==> src/rtl/addsub_arbiter.sv <==
// ----------------------------------------------------------------------------
// addsub_arbiter
//
// Two requesters share one combinational 64-bit add/sub/slt/sltu unit. A
// round-robin grant picks the requester, and the result is registered into a
// one-entry response slot. The slot is returned to the requester that issued
// the operation. A grant is given whenever the slot is empty or is draining
// in the same cycle, so the unit sustains one operation per cycle.
//
// Ports
//   clk, rst_n                     clock, asynchronous active-low reset
//   reqK_valid / reqK_ready        request handshake for requester K (0,1)
//   reqK_op                        00 add, 01 sub, 10 slt, 11 sltu
//   reqK_a, reqK_b                 64-bit operands
//   rspK_valid / rspK_ready        response handshake for requester K
//   rsp_data, rsp_cout             slot result and carry/borrow
//   busy                           response slot is full
// ----------------------------------------------------------------------------
module addsub_arbiter #(
    parameter logic PRIO_INIT = 1'b0
) (
    input  logic        clk,
    input  logic        rst_n,
    input  logic        req0_valid,
    output logic        req0_ready,
    input  logic [1:0]  req0_op,
    input  logic [63:0] req0_a,
    input  logic [63:0] req0_b,
    input  logic        req1_valid,
    output logic        req1_ready,
    input  logic [1:0]  req1_op,
    input  logic [63:0] req1_a,
    input  logic [63:0] req1_b,
    output logic        rsp0_valid,
    input  logic        rsp0_ready,
    output logic        rsp1_valid,
    input  logic        rsp1_ready,
    output logic [63:0] rsp_data,
    output logic        rsp_cout,
    output logic        busy
);

    localparam logic [1:0] OP_ADD  = 2'b00;
    localparam logic [1:0] OP_SUB  = 2'b01;
    localparam logic [1:0] OP_SLT  = 2'b10;

    // Response slot and round-robin pointer
    logic        r_full;
    logic        r_owner;
    logic [63:0] r_data;
    logic        r_cout;
    logic        r_prio;

    logic        w_drain;
    logic        w_free;
    logic        w_grant0;
    logic        w_grant1;
    logic        w_fire;
    logic [1:0]  w_op;
    logic [63:0] w_a;
    logic [63:0] w_b;
    logic [64:0] w_sum;
    logic [64:0] w_diff;
    logic [63:0] w_out;
    logic        w_cout;

    // Only the owner's ready can drain the slot; the other port's ready is ignored.
    assign w_drain = r_full & (r_owner ? rsp1_ready : rsp0_ready);
    assign w_free  = ~r_full | w_drain;

    // Grants are suppressed while reset is asserted so every output is quiet
    // during reset. With both requesters valid, r_prio breaks the tie.
    assign w_grant0 = rst_n & w_free & req0_valid & (~req1_valid | ~r_prio);
    assign w_grant1 = rst_n & w_free & req1_valid & (~req0_valid |  r_prio);
    assign w_fire   = w_grant0 | w_grant1;

    assign req0_ready = w_grant0;
    assign req1_ready = w_grant1;

    // Operand mux: requester 0 drives the unit when idle.
    assign w_op = w_grant1 ? req1_op : req0_op;
    assign w_a  = w_grant1 ? req1_a  : req0_a;
    assign w_b  = w_grant1 ? req1_b  : req0_b;

    // Shared add/sub unit; bit 64 of the 65-bit results is carry/borrow.
    assign w_sum  = {1'b0, w_a} + {1'b0, w_b};
    assign w_diff = {1'b0, w_a} - {1'b0, w_b};

    always_comb begin
        w_out  = 64'd0;
        w_cout = 1'b0;
        case (w_op)
            OP_ADD: begin
                w_out  = w_sum[63:0];
                w_cout = w_sum[64];
            end
            OP_SUB: begin
                w_out  = w_diff[63:0];
                w_cout = w_diff[64];
            end
            OP_SLT: begin
                w_out = {63'd0, ($signed(w_a) < $signed(w_b))};
            end
            default: begin
                w_out = {63'd0, (w_a < w_b)};
            end
        endcase
    end

    always_ff @(posedge clk or negedge rst_n) begin
        if (!rst_n) begin
            r_full  <= 1'b0;
            r_owner <= 1'b0;
            r_data  <= 64'd0;
            r_cout  <= 1'b0;
            r_prio  <= PRIO_INIT;
        end else begin
            if (w_fire) begin
                // A fire overwrites the slot even when it drains this cycle.
                r_full  <= 1'b1;
                r_owner <= w_grant1;
                r_data  <= w_out;
                r_cout  <= w_cout;
                r_prio  <= ~w_grant1;
            end else if (w_drain) begin
                r_full  <= 1'b0;
            end
        end
    end

    assign rsp0_valid = r_full & ~r_owner;
    assign rsp1_valid = r_full &  r_owner;
    assign rsp_data   = r_data;
    assign rsp_cout   = r_cout;
    assign busy       = r_full;

endmodule
==> config.mk <==
export PLATFORM = sky130hd
export DESIGN_NAME = addsub_arbiter
export DESIGN_NICKNAME = d
export VERILOG_FILES = /design/src/rtl/addsub_arbiter.sv
export SDC_FILE = /design/constraint.sdc
export NUM_CORES = 1
export LEC_CHECK = 0
export CAP_MARGIN = 30
export CORE_AREA = 2 2 171 173
export DETAILED_ROUTE_END_ITERATION = 7
export DIE_AREA = 0 0 173 175
export PLACE_DENSITY = 0.75
export SYNTH_ARGS = -nofsm -noshare
export SYNTH_HDL_FRONTEND = slang
export SYNTH_SLANG_ARGS = --single-unit
==> constraint.sdc <==
create_clock -name clk -period 5.4 [get_ports clk]
set_input_delay 0.81 -clock clk [delete_from_list [all_inputs] [get_ports clk]]
set_output_delay 0.81 -clock clk [all_outputs]
set_load 0.03 [all_outputs]
==> results.yml <==
critical_path:
  worstSetupPathType: "primary input to flop"
  cp.required_ps: 5620
  cp-end-kind: "flop"
  cp_max_fo: 24
  critPathLaunchType: "primary input"
  cp.arrival_ps: 5390
synthesis:
  synth_edf_count: 0
  syn_area_um2: 12690
  yosys.area.top_type: "nand2_1"
  synth_top_area_share_pct: 14.91
  yosysWarnings: 0
  syn_inst: 1950
  ys_seq_elements: 68
  synthesis.nets: 2346
  ys_seq_area_share_pct: 13.41
  synthFlopType: "dfrtp_1"
  synth.distinct_cells: 90
  synthArstFlopShare_pct: 100.0
  avgSynthCellArea_um2: 6.507
  ys_top_cells_by_area: "nand2_1 15%, dfrtp_1 13%, ha_1 13%"
power:
  p_clk_share_pct: 10.1
  p_per_area_nw_per_um2: 350.1
  vdd_drop_max_v: 0.0002095
  seq_power_share_pct: 13.7
  combinationalPowerShare_pct: 76.1
  swShare_pct: 49.95
  p_int_uw: 3339
  p_leak_uw: 0.009072
  p_switching_uw: 3332
place:
  placed_cell_area_um2: 18560
  port_buffers: 335
  routabilityCongestion: 1.023
  hpwl_um: 47370
  dp.cells: 2878
floorplan:
  die-area_um2: 30280
  die_height_um: 175
  ios: 336
  start_util_pct: 44.69
  num_rows: 62
  die_w_um: 173
  core_um2: 28390
clock_tree:
  clockRootBuffer: "clkbuf_16"
  cts_tree: "yes"
  path_clk_slew_ps: 60
  clock_latency_ps: 360
  h-tree-depth: 3
  clockBufferDepth: 2
  cts_buffers: 9
  clock-sinks: 68
layout:
  design_area_um2: 19060
  fillers: 2532
  postLayoutCoreUtil_pct: 67.12
  regArea_um2: 1702
  drive_gt1_share_pct: 16.61
  fin_cells: 2896
  num-nets-final: 2902
  area_delta_synth_final_pct: 50.18
  multi_input_area_um2: 10150
detailed_routing:
  drc: 0
  drtPass1Iterations: 6
  wirelength_um: 57960
  routedWlPerCell_um: 20.01
  drtAntennaViolNets: 0
  vias: 17150
  dr.first_iter.drc_count: 1907
  drt-vias-per-instance: 5.922
worst_hold_path:
  min_path_type: "primary input to asynchronous set/reset pin"
global_route:
  grt_pass1_vias: 16510
  grt.total_usage_pct: 36.96
  grt_pass1_wl_um: 89780
  grt_overflow: 0
  antenna_found_initial: 1
  grt_start_max_net_pins: 53
sta:
  fin_crit_sh_pct: 95.78
  slew_headroom_pct: 38.12
  finalHoldViolations: 0
  maxSlewViolCount: 0
  setup_viol: 0
  period_minus_slack_ps: 5172
  fin_tns_setup_ps: 0
  worst_pin_slew_ps: 927.2
  fmax_ghz: 0.1933
  clock_skew_ps: 6.984
status:
  status: "complete, no violations"
flow_run:
  maxCapViolations: 0
[cells in the final DEF, fill, tap and decap left out, types with 19 or more instances in the layout]
cell type	n
clkdlybuf4s50_1	334
nand4_1	26
inv_1	131
dfrtp_1	68
xnor2_1	32
a22o_1	32
nor3_1	30
nor4_1	29
nand3_1	23
nor2_1	127
buf_4	323
ha_1	126
nand2_1	503
a221o_1	23
a31oi_1	21
a21oi_1	163
a21o_1	32
o21ai_0	63
nand2b_1	19
o21bai_1	35
[worst paths after layout]
check                                   from      endpoint  slack (ps)  cells after the start
worst min register to register  rsp_data[40]  rsp_data[40]         480                      2
worst max register to register       r_owner   rsp_data[0]         650                     23
worst max-delay path              rsp1_ready   rsp_data[0]         230                     24
worst min-delay path                   rst_n  rsp_data[51]         460                      2
min in group clk                rsp_data[40]  rsp_data[40]         480                      2
max in group asynchronous              rst_n   rsp_data[5]        3840                      3
[per-layer routing]
metal | vias up | track usage (%) | share of wire [%]
met5 | - | 0 | 0
met4 | 0 | 13.52 | 3.3
met3 | 138 | 4.613 | 7.7
met2 | 891 | 63.38 | 47
met1 | 8067 | 47.57 | 42
li1 | 8053 | - | -
[worst max-delay path: stages]
cell and delay [ps]:
clkdlybuf4s50_1 450, mux2i_1 80, a21boi_1 170, nand2_1 110, a21o_4 230, inv_4 90, buf_12 170, nand2_1 70
nand2_1 100, ha_1 280, nor4_1 370, nor3b_2 270, inv_1 70, a211oi_1 310, buf_4 200, buf_4 130
a21oi_1 90, nor3b_1 160, buf_4 170, o211ai_2 190, a21oi_1 140, buf_4 160, o41ai_1 400, a31oi_1 140
[logic make-up after synthesis]
family                   after synthesis  share of synthesized area, %
buffers and inverters                256                         7.997
adder cells (fa/ha/maj)              130                         12.94
multiplexers                          10                        0.9072
flip-flops                            68                         13.41
AO/OA/AOI/OAI                        604                         33.06
XOR/XNOR                              37                         2.554
AND/OR/NAND/NOR                      845                         29.13
[registers in the layout, summed over array words and instances, names as in the netlist]
register,count
rsp_cout,1
r_prio,1
r_owner,1
rsp_data,64
busy,1
[layout make-up]
class                           instances  area share (%)
Antenna cell                            1         0.01313
Timing Repair Buffer                  664           30.89
Sequential cell                        68           8.930
Clock buffer                           10           1.202
Multi-Input combinational cell       1626           53.27
Clock inverter                          6          0.4662
Inverter                              137           2.712
Tap cell                              384           2.521
[power groups by stage]
stage	logic (uW)	clock network (uW)	registers (uW)
finish	5080	676	916
detailed placement	4910	0	912
floorplan	2310	0	1260
CTS	4940	686	904
global placement	4860	0	907
global route	5410	703	927
[synthesized netlist by cell type (all sizes together) (26+ instances only)]
cell and count:
a22o 32, nor3 31, o21ai 78, ha 128, inv 136, nor4 33, o21bai 35, nor2 131
xnor2 32, dfrtp 68, nand4 26, clkbuf 73, buf 46, a21oi 172, a21o 33, nand2 505
[through the flow]
step / hold slack (ps) / worst slack [ps] / total power [uW]
after floorplan: 478.7 / 221.8 / 3576
after CTS: 471.6 / 54.34 / 6527
after global placement: 454.8 / -376.6 / 5767
after detailed placement: 468.5 / -412.9 / 5825
final: 459.7 / 227.9 / 6671
after global routing: 478.2 / -11.55 / 7042
[repair_timing]
action	in CTS	in global routing
gates cloned	0	0
pin swaps	0	9
resized for setup	1	36
hold buffers	0	0
setup buffers	0	1
endpoints found under the setup margin	1	24
Note: power is estimated with default switching activity, not from simulation.
